### src/rtl/map_byte_sequencer_pkg.sv
// Shared definitions for the subcarrier-mapper front-end sequencer:
// FSM state encoding, modulation names, group sizing and pad-LFSR constants.
// Optional pad scrambling is controlled by the macro MAPSEQ_PRBS_PAD_EN.
package map_byte_sequencer_pkg;

   localparam int MAX_GROUP_BYTES = 8;
   localparam int GROUP_W         = 8 * MAX_GROUP_BYTES;

   // Modulation names carried as 6-character packed strings
   localparam logic [47:0] MOD_BPSK   = 48'("BPSK");
   localparam logic [47:0] MOD_QPSK   = 48'("QPSK");
   localparam logic [47:0] MOD_QAM16  = 48'("QAM16");
   localparam logic [47:0] MOD_QAM64  = 48'("QAM64");
   localparam logic [47:0] MOD_QAM256 = 48'("QAM256");

   // Pad LFSR x^7 + x^4 + 1: feedback taps on bits 6 and 3
   localparam logic [6:0] LFSR_TAPS = 7'b100_1000;
   localparam logic [6:0] LFSR_SEED = 7'h7F;

   typedef enum logic [1:0] {
      ST_IDLE  = 2'd0,
      ST_LOAD  = 2'd1,
      ST_ISSUE = 2'd2,
      ST_PAD   = 2'd3
   } seq_state_e;

   // Bytes consumed by one 8-subcarrier group for a given modulation
   function automatic int bytes_per_group(input logic [47:0] modulation);
      int result;
      result = 1;
      case (modulation)
         MOD_QPSK:   result = 2;
         MOD_QAM16:  result = 4;
         MOD_QAM64:  result = 6;
         MOD_QAM256: result = 8;
         default:    result = 1;
      endcase
      return result;
   endfunction

endpackage

### src/rtl/map_pad_prbs.sv
// map_pad_prbs: pad-byte generator built on a 7-bit LFSR (x^7 + x^4 + 1).
// Present only when MAPSEQ_PRBS_PAD_EN is defined. Presents the next eight
// pad bytes at once (byte j = 8 generated bits, MSB first) and advances by
// however many of them the sequencer consumes this cycle.
`ifdef MAPSEQ_PRBS_PAD_EN
module map_pad_prbs
   import map_byte_sequencer_pkg::*;
(
   input  logic               clk_i,
   input  logic               rst_i,
   input  logic               restart_i,
   input  logic [3:0]         advance_i,
   output logic [GROUP_W-1:0] pad_bytes_o
);

   logic [6:0] lfsr_q;
   logic [6:0] lfsr_d;
   logic [6:0] walk;
   logic       fb;

   // Unroll 64 LFSR steps from the current (or freshly seeded) state and pick the state after the consumed bytes
   always_comb begin
      walk        = restart_i ? LFSR_SEED : lfsr_q;
      lfsr_d      = walk;
      pad_bytes_o = '0;
      fb          = 1'b0;
      for (int j = 0; j < MAX_GROUP_BYTES; j++) begin
         for (int b = 0; b < 8; b++) begin
            fb                         = ^(walk & LFSR_TAPS);
            pad_bytes_o[8*j + 7 - b]   = fb;
            walk                       = {walk[5:0], fb};
         end
         if (advance_i == 4'(j + 1)) begin
            lfsr_d = walk;
         end
      end
   end

   // LFSR state register, reseeded on reset
   always_ff @(posedge clk_i) begin
      if (rst_i) begin
         lfsr_q <= LFSR_SEED;
      end else begin
         lfsr_q <= lfsr_d;
      end
   end

endmodule
`endif

### src/rtl/map_byte_sequencer.sv
// map_byte_sequencer: packs a byte stream into 64-bit subcarrier-group words,
// pulses map_en once per group, pads the last OFDM frame of a packet out to
// whole groups, and emits group-aligned valid/first/last/pad markers.
// Define MAPSEQ_PRBS_PAD_EN to take pad bytes from an LFSR instead of zeros.
module map_byte_sequencer
   import map_byte_sequencer_pkg::*;
#(
   parameter logic [47:0] MODULATION       = MOD_BPSK,
   parameter int          GROUPS_PER_FRAME = 6
) (
   input  logic               clk,
   input  logic               rst,
   input  logic [7:0]         in_byte,
   input  logic               in_valid,
   input  logic               in_last,
   output logic               in_ready,
   output logic               map_en,
   output logic [GROUP_W-1:0] map_data,
   output logic               out_valid,
   output logic               out_first,
   output logic               out_last,
   output logic               out_pad,
   output logic               busy
);

   localparam int                 N          = bytes_per_group(MODULATION);
   localparam logic [3:0]         N4         = 4'(N);
   localparam logic [7:0]         LAST_GROUP = 8'(GROUPS_PER_FRAME - 1);
   localparam logic [GROUP_W-1:0] GROUP_MASK = {GROUP_W{1'b1}} >> (GROUP_W - 8*N);

   seq_state_e         state_q;
   logic [3:0]         count_q;
   logic [7:0]         group_q;
   logic [GROUP_W-1:0] data_q;
   logic               padFlag_q;
   logic               pktEnded_q;
   logic               outValid_q;
   logic               outFirst_q;
   logic               outLast_q;
   logic               outPad_q;

   logic               xfer;
   logic               mapEnNow;
   logic               lastGroup;
   logic [3:0]         slotIdx;
   logic [3:0]         newCount;
   logic               groupDone;
   logic               padFill;
   logic [GROUP_W-1:0] keepMask;
   logic [GROUP_W-1:0] loadWord;
   logic [GROUP_W-1:0] padWord;
   logic [GROUP_W-1:0] padStream;

   assign in_ready  = (state_q == ST_IDLE) || (state_q == ST_LOAD);
   assign xfer      = in_valid && in_ready;
   assign mapEnNow  = (state_q == ST_ISSUE) || (state_q == ST_PAD);
   assign lastGroup = (group_q == LAST_GROUP);

   assign map_en    = mapEnNow;
   assign busy      = (state_q != ST_IDLE);
   assign map_data  = data_q;
   assign out_valid = outValid_q;
   assign out_first = outFirst_q;
   assign out_last  = outLast_q;
   assign out_pad   = outPad_q;

   // Build the group word that results from accepting in_byte, padding the tail when the packet ends short
   always_comb begin
      slotIdx   = (state_q == ST_IDLE) ? 4'd0 : count_q;
      newCount  = slotIdx + 4'd1;
      groupDone = (newCount == N4) || in_last;
      padFill   = in_last && (newCount < N4);
      keepMask  = ~({GROUP_W{1'b1}} << {newCount, 3'b000});
      loadWord  = data_q;
      loadWord[{slotIdx[2:0], 3'b000} +: 8] = in_byte;
      if (padFill) begin
         loadWord = (loadWord & keepMask) |
                    ((padStream << {newCount, 3'b000}) & GROUP_MASK);
      end
      padWord = padStream & GROUP_MASK;
   end

`ifdef MAPSEQ_PRBS_PAD_EN
   logic       padRestart;
   logic [3:0] padAdvance;

   // Reseed the pad generator at packet start and tell it how many pad bytes are consumed this cycle
   always_comb begin
      padRestart = xfer && (state_q == ST_IDLE);
      padAdvance = 4'd0;
      if (xfer && padFill) begin
         padAdvance = N4 - newCount;
      end else if ((state_q == ST_ISSUE) && pktEnded_q && !lastGroup) begin
         padAdvance = N4;
      end else if ((state_q == ST_PAD) && !lastGroup) begin
         padAdvance = N4;
      end
   end

   map_pad_prbs u_padPrbs (
      .clk_i       (clk),
      .rst_i       (rst),
      .restart_i   (padRestart),
      .advance_i   (padAdvance),
      .pad_bytes_o (padStream)
   );
`else
   assign padStream = '0;
`endif

   // Sequencer FSM: byte collection, group issue, frame padding and the registered downstream markers
   always_ff @(posedge clk) begin
      if (rst) begin
         state_q    <= ST_IDLE;
         count_q    <= '0;
         group_q    <= '0;
         data_q     <= '0;
         padFlag_q  <= 1'b0;
         pktEnded_q <= 1'b0;
         outValid_q <= 1'b0;
         outFirst_q <= 1'b0;
         outLast_q  <= 1'b0;
         outPad_q   <= 1'b0;
      end else begin
         outValid_q <= mapEnNow;
         outFirst_q <= mapEnNow && (group_q == 8'd0);
         outLast_q  <= mapEnNow && lastGroup;
         outPad_q   <= (state_q == ST_PAD) || ((state_q == ST_ISSUE) && padFlag_q);

         case (state_q)
            ST_IDLE, ST_LOAD: begin
               if (xfer) begin
                  data_q     <= loadWord;
                  count_q    <= newCount;
                  padFlag_q  <= padFill;
                  pktEnded_q <= in_last;
                  state_q    <= groupDone ? ST_ISSUE : ST_LOAD;
               end
            end
            ST_ISSUE: begin
               count_q   <= '0;
               padFlag_q <= 1'b0;
               group_q   <= lastGroup ? 8'd0 : group_q + 8'd1;
               if (!pktEnded_q) begin
                  state_q <= ST_LOAD;
               end else if (lastGroup) begin
                  state_q <= ST_IDLE;
               end else begin
                  data_q  <= padWord;
                  state_q <= ST_PAD;
               end
            end
            ST_PAD: begin
               group_q <= lastGroup ? 8'd0 : group_q + 8'd1;
               if (lastGroup) begin
                  state_q <= ST_IDLE;
               end else begin
                  data_q <= padWord;
               end
            end
            default: begin
               state_q <= ST_IDLE;
            end
         endcase
      end
   end

endmodule

### config.mk
export PLATFORM = sky130hd
export DESIGN_NAME = map_byte_sequencer
export DESIGN_NICKNAME = d
export VERILOG_FILES = /design/src/rtl/map_byte_sequencer_pkg.sv /design/src/rtl/map_pad_prbs.sv /design/src/rtl/map_byte_sequencer.sv
export SDC_FILE = /design/constraint.sdc
export NUM_CORES = 1
export LEC_CHECK = 0
export CORE_MARGIN = 1
export CORE_UTILIZATION = 40
export DETAILED_ROUTE_END_ITERATION = 10
export SKIP_LAST_GASP = 1
export SLEW_MARGIN = 15
export SYNTH_ARGS = -nofsm -noshare
export SYNTH_HDL_FRONTEND = slang
export SYNTH_HIERARCHICAL = 1
export SYNTH_SLANG_ARGS = --single-unit
### constraint.sdc
create_clock -name clk -period 3.9 [get_ports clk]
set_input_delay 0.975 -clock clk [delete_from_list [all_inputs] [get_ports clk]]
set_output_delay 0.975 -clock clk [all_outputs]
set_load 0.02 [all_outputs]
# ---- Word level (Yosys, flattened, before mapping)
# Cells that the tools add are included.
dict set report word_totals {
  regBits 84
  inputBits 12
  out_inout_bits 71
}
dict set report classes {
  add_sub_neg 3
  n_lt_le_gt_ge 1
  n_eq_ne 8
  shifts 4
  muxes 18
  bitwise_logic 3
  n_reduce_logical 19
}
# operator n
set ops {}
lappend ops {{64-bit two-way mux} 4}
lappend ops {{64-bit one-hot mux with 3 select lines} 1}
lappend ops {{64-bit bitwise AND} 1}
lappend ops {{64-bit bitwise mux} 1}
lappend ops {{64-bit inverter} 1}
lappend ops {{64-bit by 8-bit OR with 64-bit output} 1}
lappend ops {{8-bit by 8-bit variable shift with 64-bit output, first input constant} 1}
lappend ops {{8-bit by 8-bit variable part select with 64-bit output} 1}
lappend ops {{64-bit by 7-bit << shifter with 64-bit output, first input constant} 1}
lappend ops {{2-bit two-way mux} 5}
lappend ops {{8-bit by 1-bit adder with 8-bit output, second input constant} 1}
lappend ops {{8-bit by 3-bit == test with 1-bit output, second input constant} 1}
lappend ops {{8-bit logical NOT} 1}
lappend ops {{4-bit two-way mux} 2}
lappend ops {{8-bit two-way mux} 1}
lappend ops {{6-bit negation with 8-bit output} 1}
lappend ops {{4-bit one-hot mux with 2 select lines} 1}
lappend ops {{2-bit AND reduction} 4}
lappend ops {{1-bit by 7-bit << shifter with 8-bit output, first input constant} 1}
lappend ops {{2-bit != test, second input constant} 3}
lappend ops {{2-bit one-hot mux with 3 select lines} 1}
lappend ops {{1-bit logical AND} 5}
lappend ops {{4-bit by 1-bit adder with 4-bit output, second input constant} 1}
lappend ops {{2-bit == test, second input constant} 2}
lappend ops {{9 further kinds} 14}

# ---- Depth between registers and ports, before layout
dict set report logic_depth {
  ltp_word 10
  mapped_depth 11
  mapped_depth_nobuf 10
}

# ---- Least setup slack after synthesis
# OpenSTA, ideal clock, no wires.
dict set report synth_path {
  path_type {register to register}
  start {register state_q[1]}
  end {register data_q[37] (netlist: map_data[37])}
  setup_time_ps 95
  arrival_ps 2917
  required_time_ps 3805
  slack_ps 888
  path_stages_with_launch 11
  path_buffers 1
  period_less_slack_ps 3012
  path_cell_list {dfxtp_1 > nor2_1 > inv_1 > nand2_1 > ha_1 > ha_1 > or2_4 > or4b_4 > buf_6 > or4_1 > a221oi_1}
}
dict set report synth_between {
  elab_chain_cells 10
  elab_cells_between_ends 25
  classes_between {2 x add/sub; 1 x order compare; 5 x eq/ne; 3 x shift; 5 x mux; 3 x bitwise; 6 x reduce/logical}
}
# element line_no
set synth_lines {}
lappend synth_lines {{start: declaration} map_byte_sequencer.sv:31} ;# seq_state_e state_q;
lappend synth_lines {{start signal: assignment} map_byte_sequencer.sv:137} ;# state_q <= groupDone ? ST_ISSUE : ST_LOAD;
lappend synth_lines {{2-bit logical NOT} {map_byte_sequencer.sv:54, map_byte_sequencer.sv:69, map_byte_sequencer.sv:130}}
lappend synth_lines {{4-bit two-way mux} map_byte_sequencer.sv:69} ;# slotIdx = (state_q == ST_IDLE) ? 4'd0 : count_q;
lappend synth_lines {{4-bit by 1-bit adder with 4-bit output / 6-bit negation with 8-bit output (equally long branches)} {map_byte_sequencer.sv:70, map_byte_sequencer.sv:75}}
lappend synth_lines {{64-bit by 7-bit << shifter with 64-bit output, or another cell as far along} map_byte_sequencer.sv:73} ;# keepMask = ~({GROUP_W{1'b1}} << {newCount, 3'b000});
lappend synth_lines {{64-bit inverter / 64-bit bitwise mux (equally long branches)} {map_byte_sequencer.sv:73, map_byte_sequencer.sv:75}}
lappend synth_lines {{64-bit bitwise AND} map_byte_sequencer.sv:77} ;# loadWord = (loadWord & keepMask) |
lappend synth_lines {{64-bit by 8-bit OR with 64-bit output} map_byte_sequencer.sv:77}
lappend synth_lines {{64-bit two-way mux} map_byte_sequencer.sv:76} ;# if (padFill) begin
lappend synth_lines {{64-bit two-way mux} map_byte_sequencer.sv:132} ;# if (xfer) begin
lappend synth_lines {{64-bit one-hot mux with 3 select lines} map_byte_sequencer.sv:130} ;# case (state_q)
lappend synth_lines {{end signal: assignment} map_byte_sequencer.sv:133} ;# data_q <= loadWord;
lappend synth_lines {{end signal: assignment} map_byte_sequencer.sv:149} ;# data_q <= padWord;
lappend synth_lines {{end signal: assignment} map_byte_sequencer.sv:158} ;# data_q <= padWord;
lappend synth_lines {{end: declaration} map_byte_sequencer.sv:34} ;# logic [GROUP_W-1:0] data_q;
# Several ways; a longest one is shown, not always the timed one. The select of a mux whose other input is x is not followed.
# A chain may end at the register's enable or synchronous reset.

# ---- Worst setup path in the final report
dict set report layout_path {
  start {register state_q[0]}
  end {register data_q[36] (netlist: map_data[36])}
}
# Same word-level chain as after synthesis.

==> impl_metrics.yaml <==
outcome:
  status: "finished, final reports clean"
timing:
  final-hold-violation-count: 0
  setup_violations: 0
  finalMaxSlewViolations: 0
  setup_tns_ns: 0
  post-route-period-util: 0.904
  fmax_mhz: 284
  tightest_slew_ns: 1.07
  maxSlewHeadroom: 0.284
  rsz0062_at_grt: "false"
  period_minus_slack_ns: 3.52
  finClkSkew_ns: 0.0138
logic_synthesis:
  synth-seq-cells: 84
  synth_enable_flop_cells: 0
  syn-num-nets: 507
  avgSynthCellArea_um2: 8.60
  yosysUniqueCellTypes: 46
  yosysSeqAreaShare: 0.403
  synthCells: 485
  yosysTopAreaCellShare: 0.403
  syn_area_um2: 4170
  yosys_warnings: 6
  yosys.area.top_type: "dfxtp_1"
  async_reset_ff_frac: 0
  synth_area_leaders: "dfxtp_1 40%, o31ai_1 12%, nand4_1 8.7%, a221oi_1 6.7%, a21oi_1 4.7%"
  synth_flop_cell: "dfxtp_1"
cells_and_area:
  final_design_area_no_fill_um2: 5300
  drive_gt1_frac: 0.0801
  nNetsFinal: 567
  final_cell_mix: "84 x dfxtp_1, 82 x clkdlybuf4s50_1, 65 x o31ai_1, 58 x nand4_1, 39 x a21oi_1"
  final_common_cell: "dfxtp_1"
  areaGrowthSynthToFinish_pct: 27.2
  n_antenna_cell: 0
setup_path:
  critPathSlowestCell: "or4b_4"
  crit_chain: "nor2_1 -> inv_1 -> nand2_1 -> ha_1 -> ha_1 -> or2_4 -> or4b_4 -> or4_1 -> a221oi_1"
  worst-path-max-fanout: 24
  crit_family: "simple AND/OR/NAND/NOR gates"
  critPathLaunch: "state_q[0]"
  cp_common_cell: "ha_1"
  cp-end-kind: "register"
  reg2reg_from: "state_q[0]"
  start_kind: "register"
  crit_arrival_ns: 3.80
  worst-path-buf-inv: 1
  worstSetupPathType: "register to register"
  cpPeakStageDelay_ns: 0.67
  crit_required_ns: 4.18
global_routing:
  use_met3: 0.0320
  grt_max_degree: 58
  grt_pass1_wl_um: 21800
  busiest_layer: "met2"
  met1_usage: 0.362
  first_global_vias: 3981
  antenna_found_initial: 0
  grt-ovfl-total: 0
  grt.total_usage: 0.251
  met2_usage: 0.388
flow_run:
  cap_violations: 0
worst_hold_path:
  worstHoldStart: "padFlag_q"
  hold_class: "register to register"
floorplanning:
  dieArea_um2: 10800
  dieWidth_um: 104
  core_region_area_um2: 9950
  io_pins: 83
  start_util: 0.419
  rows: 36
  fp.dieH_um: 104
cts:
  htreeDepth: 3
  clock_latency_ns: 0.36
  cts_resized: 0
  cts_tree: "built"
  hold_buffers: 0
  cts_inserted_buffers: 9
  post_cts_buffers: 0
  cts_root_buf: "clkbuf_8"
  cts_max_path_buffers: 2
  clkSlewWorstSetupHoldPaths_ns: 0.10
  clock_sinks: 84
power:
  power_leakage_uw: 0.00168
  p_comb_frac: 0.167
  seqPwrFrac: 0.505
  total_power_uw: 1770
  p_sw_uw: 562
  irDropWorstVdd_mv: 0.181
  power_density_nw_per_um2: 334
  p_int_uw: 1210
  sw_frac_of_total: 0.318
  pwr-share-clk: 0.328
routing:
  wl_um: 13500
  drt_iter0_drc: 287
  dr.pass1.iters: 6
  wl_per_cell_um: 19.8
  drt.antenna.violating_nets: 0
  vias_per_cell: 6.26
  vias: 4270
  drc_errors: 0
place:
  portBuffers: 82
  place.gp.congestion: 0.805
  placement.cell_area_um2: 5130
  dpl.hpwl_um: 8750
tightest hold or removal path: stages (launching register included):
cell	delay, ns
dfxtp_1	0.34
nor2_1	0.05
nor2_1	0.07
layer usage:
metal  part of all wire  vias up
met1               0.48     2061
met3              0.059       19
met2               0.44      167
li1                   -     2023
met4              0.016        0
met5                  0        -
flip-flops by register name, summed over array words and instances, names as in the netlist:
signal,count
out_last,1
group_q,8
out_pad,1
out_valid,1
out_first,1
state_q,2
padFlag_q,1
pktEnded_q,1
map_data,64
count_q,4
per-stage QoR:
stage               cells  utilization  setup slack, ns  hold WS [ns]
floorplan             485            -            0.888         0.432
global placement      667        0.515            0.610         0.455
detailed placement    667        0.515            0.465         0.460
CTS                   682        0.533            0.429         0.481
global route          682        0.533            0.119         0.502
finish                682        0.533            0.376         0.478
cells by family after synthesis:
kind of cell	synth area share
adders and majority gates	0.0300
AOI/OAI and AO/OA	0.257
DFF	0.403
buffers and inverters	0.0624
muxes	0.00720
xor gates and xnor gates	0.0126
and+or+nand+nor	0.227
final timing paths:
kind	end	slack, ns	cells after the start
max	map_data[36]	0.38	9
min	out_pad	0.48	2
max reg2reg	map_data[36]	0.38	9
min reg2reg	out_pad	0.48	2
cells in the mapped netlist, types with 2 or more instances:
| library cell | n |
|---|---|
| or4_1 | 12 |
| nand3b_1 | 4 |
| nand3_1 | 5 |
| clkbuf_1 | 42 |
| o31ai_1 | 65 |
| and3_1 | 2 |
| or3_1 | 2 |
| o21ai_0 | 2 |
| nor2b_1 | 5 |
| a21oi_1 | 39 |
| inv_1 | 12 |
| nand4_1 | 58 |
| mux2i_1 | 3 |
| and2b_1 | 3 |
| nand2_1 | 26 |
| buf_1 | 7 |
| buf_2 | 4 |
| nor4b_1 | 2 |
| nor4_1 | 3 |
| a31oi_1 | 3 |
| nor3b_1 | 3 |
| nor2_1 | 22 |
| o21a_1 | 2 |
| xor2_1 | 3 |
| a221oi_1 | 32 |
| dfxtp_1 | 84 |
| nand2b_1 | 4 |
| ha_1 | 10 |
| nor3_1 | 7 |
| xnor2_1 | 3 |
layout make-up:
type	instances	area [um^2]
Multi-Input combinational cell	335	2260
Clock buffer	9	124
Timing Repair Buffer	103	978
Inverter	12	45.0
Fill cell	972	4650
Tap cell	133	166
Clock inverter	6	48.8
Sequential cell	84	1680
power by group through the flow:
stage | logic, uW | clock network [uW] | registers, uW
2_1_floorplan | 163 | 0 | 921
3_3_place_gp | 287 | 0 | 913
3_5_place_dp | 288 | 0 | 914
4_1_cts | 289 | 597 | 894
5_1_grt | 316 | 638 | 898
6_report | 295 | 581 | 894
(Power assumes the default switching activity.)
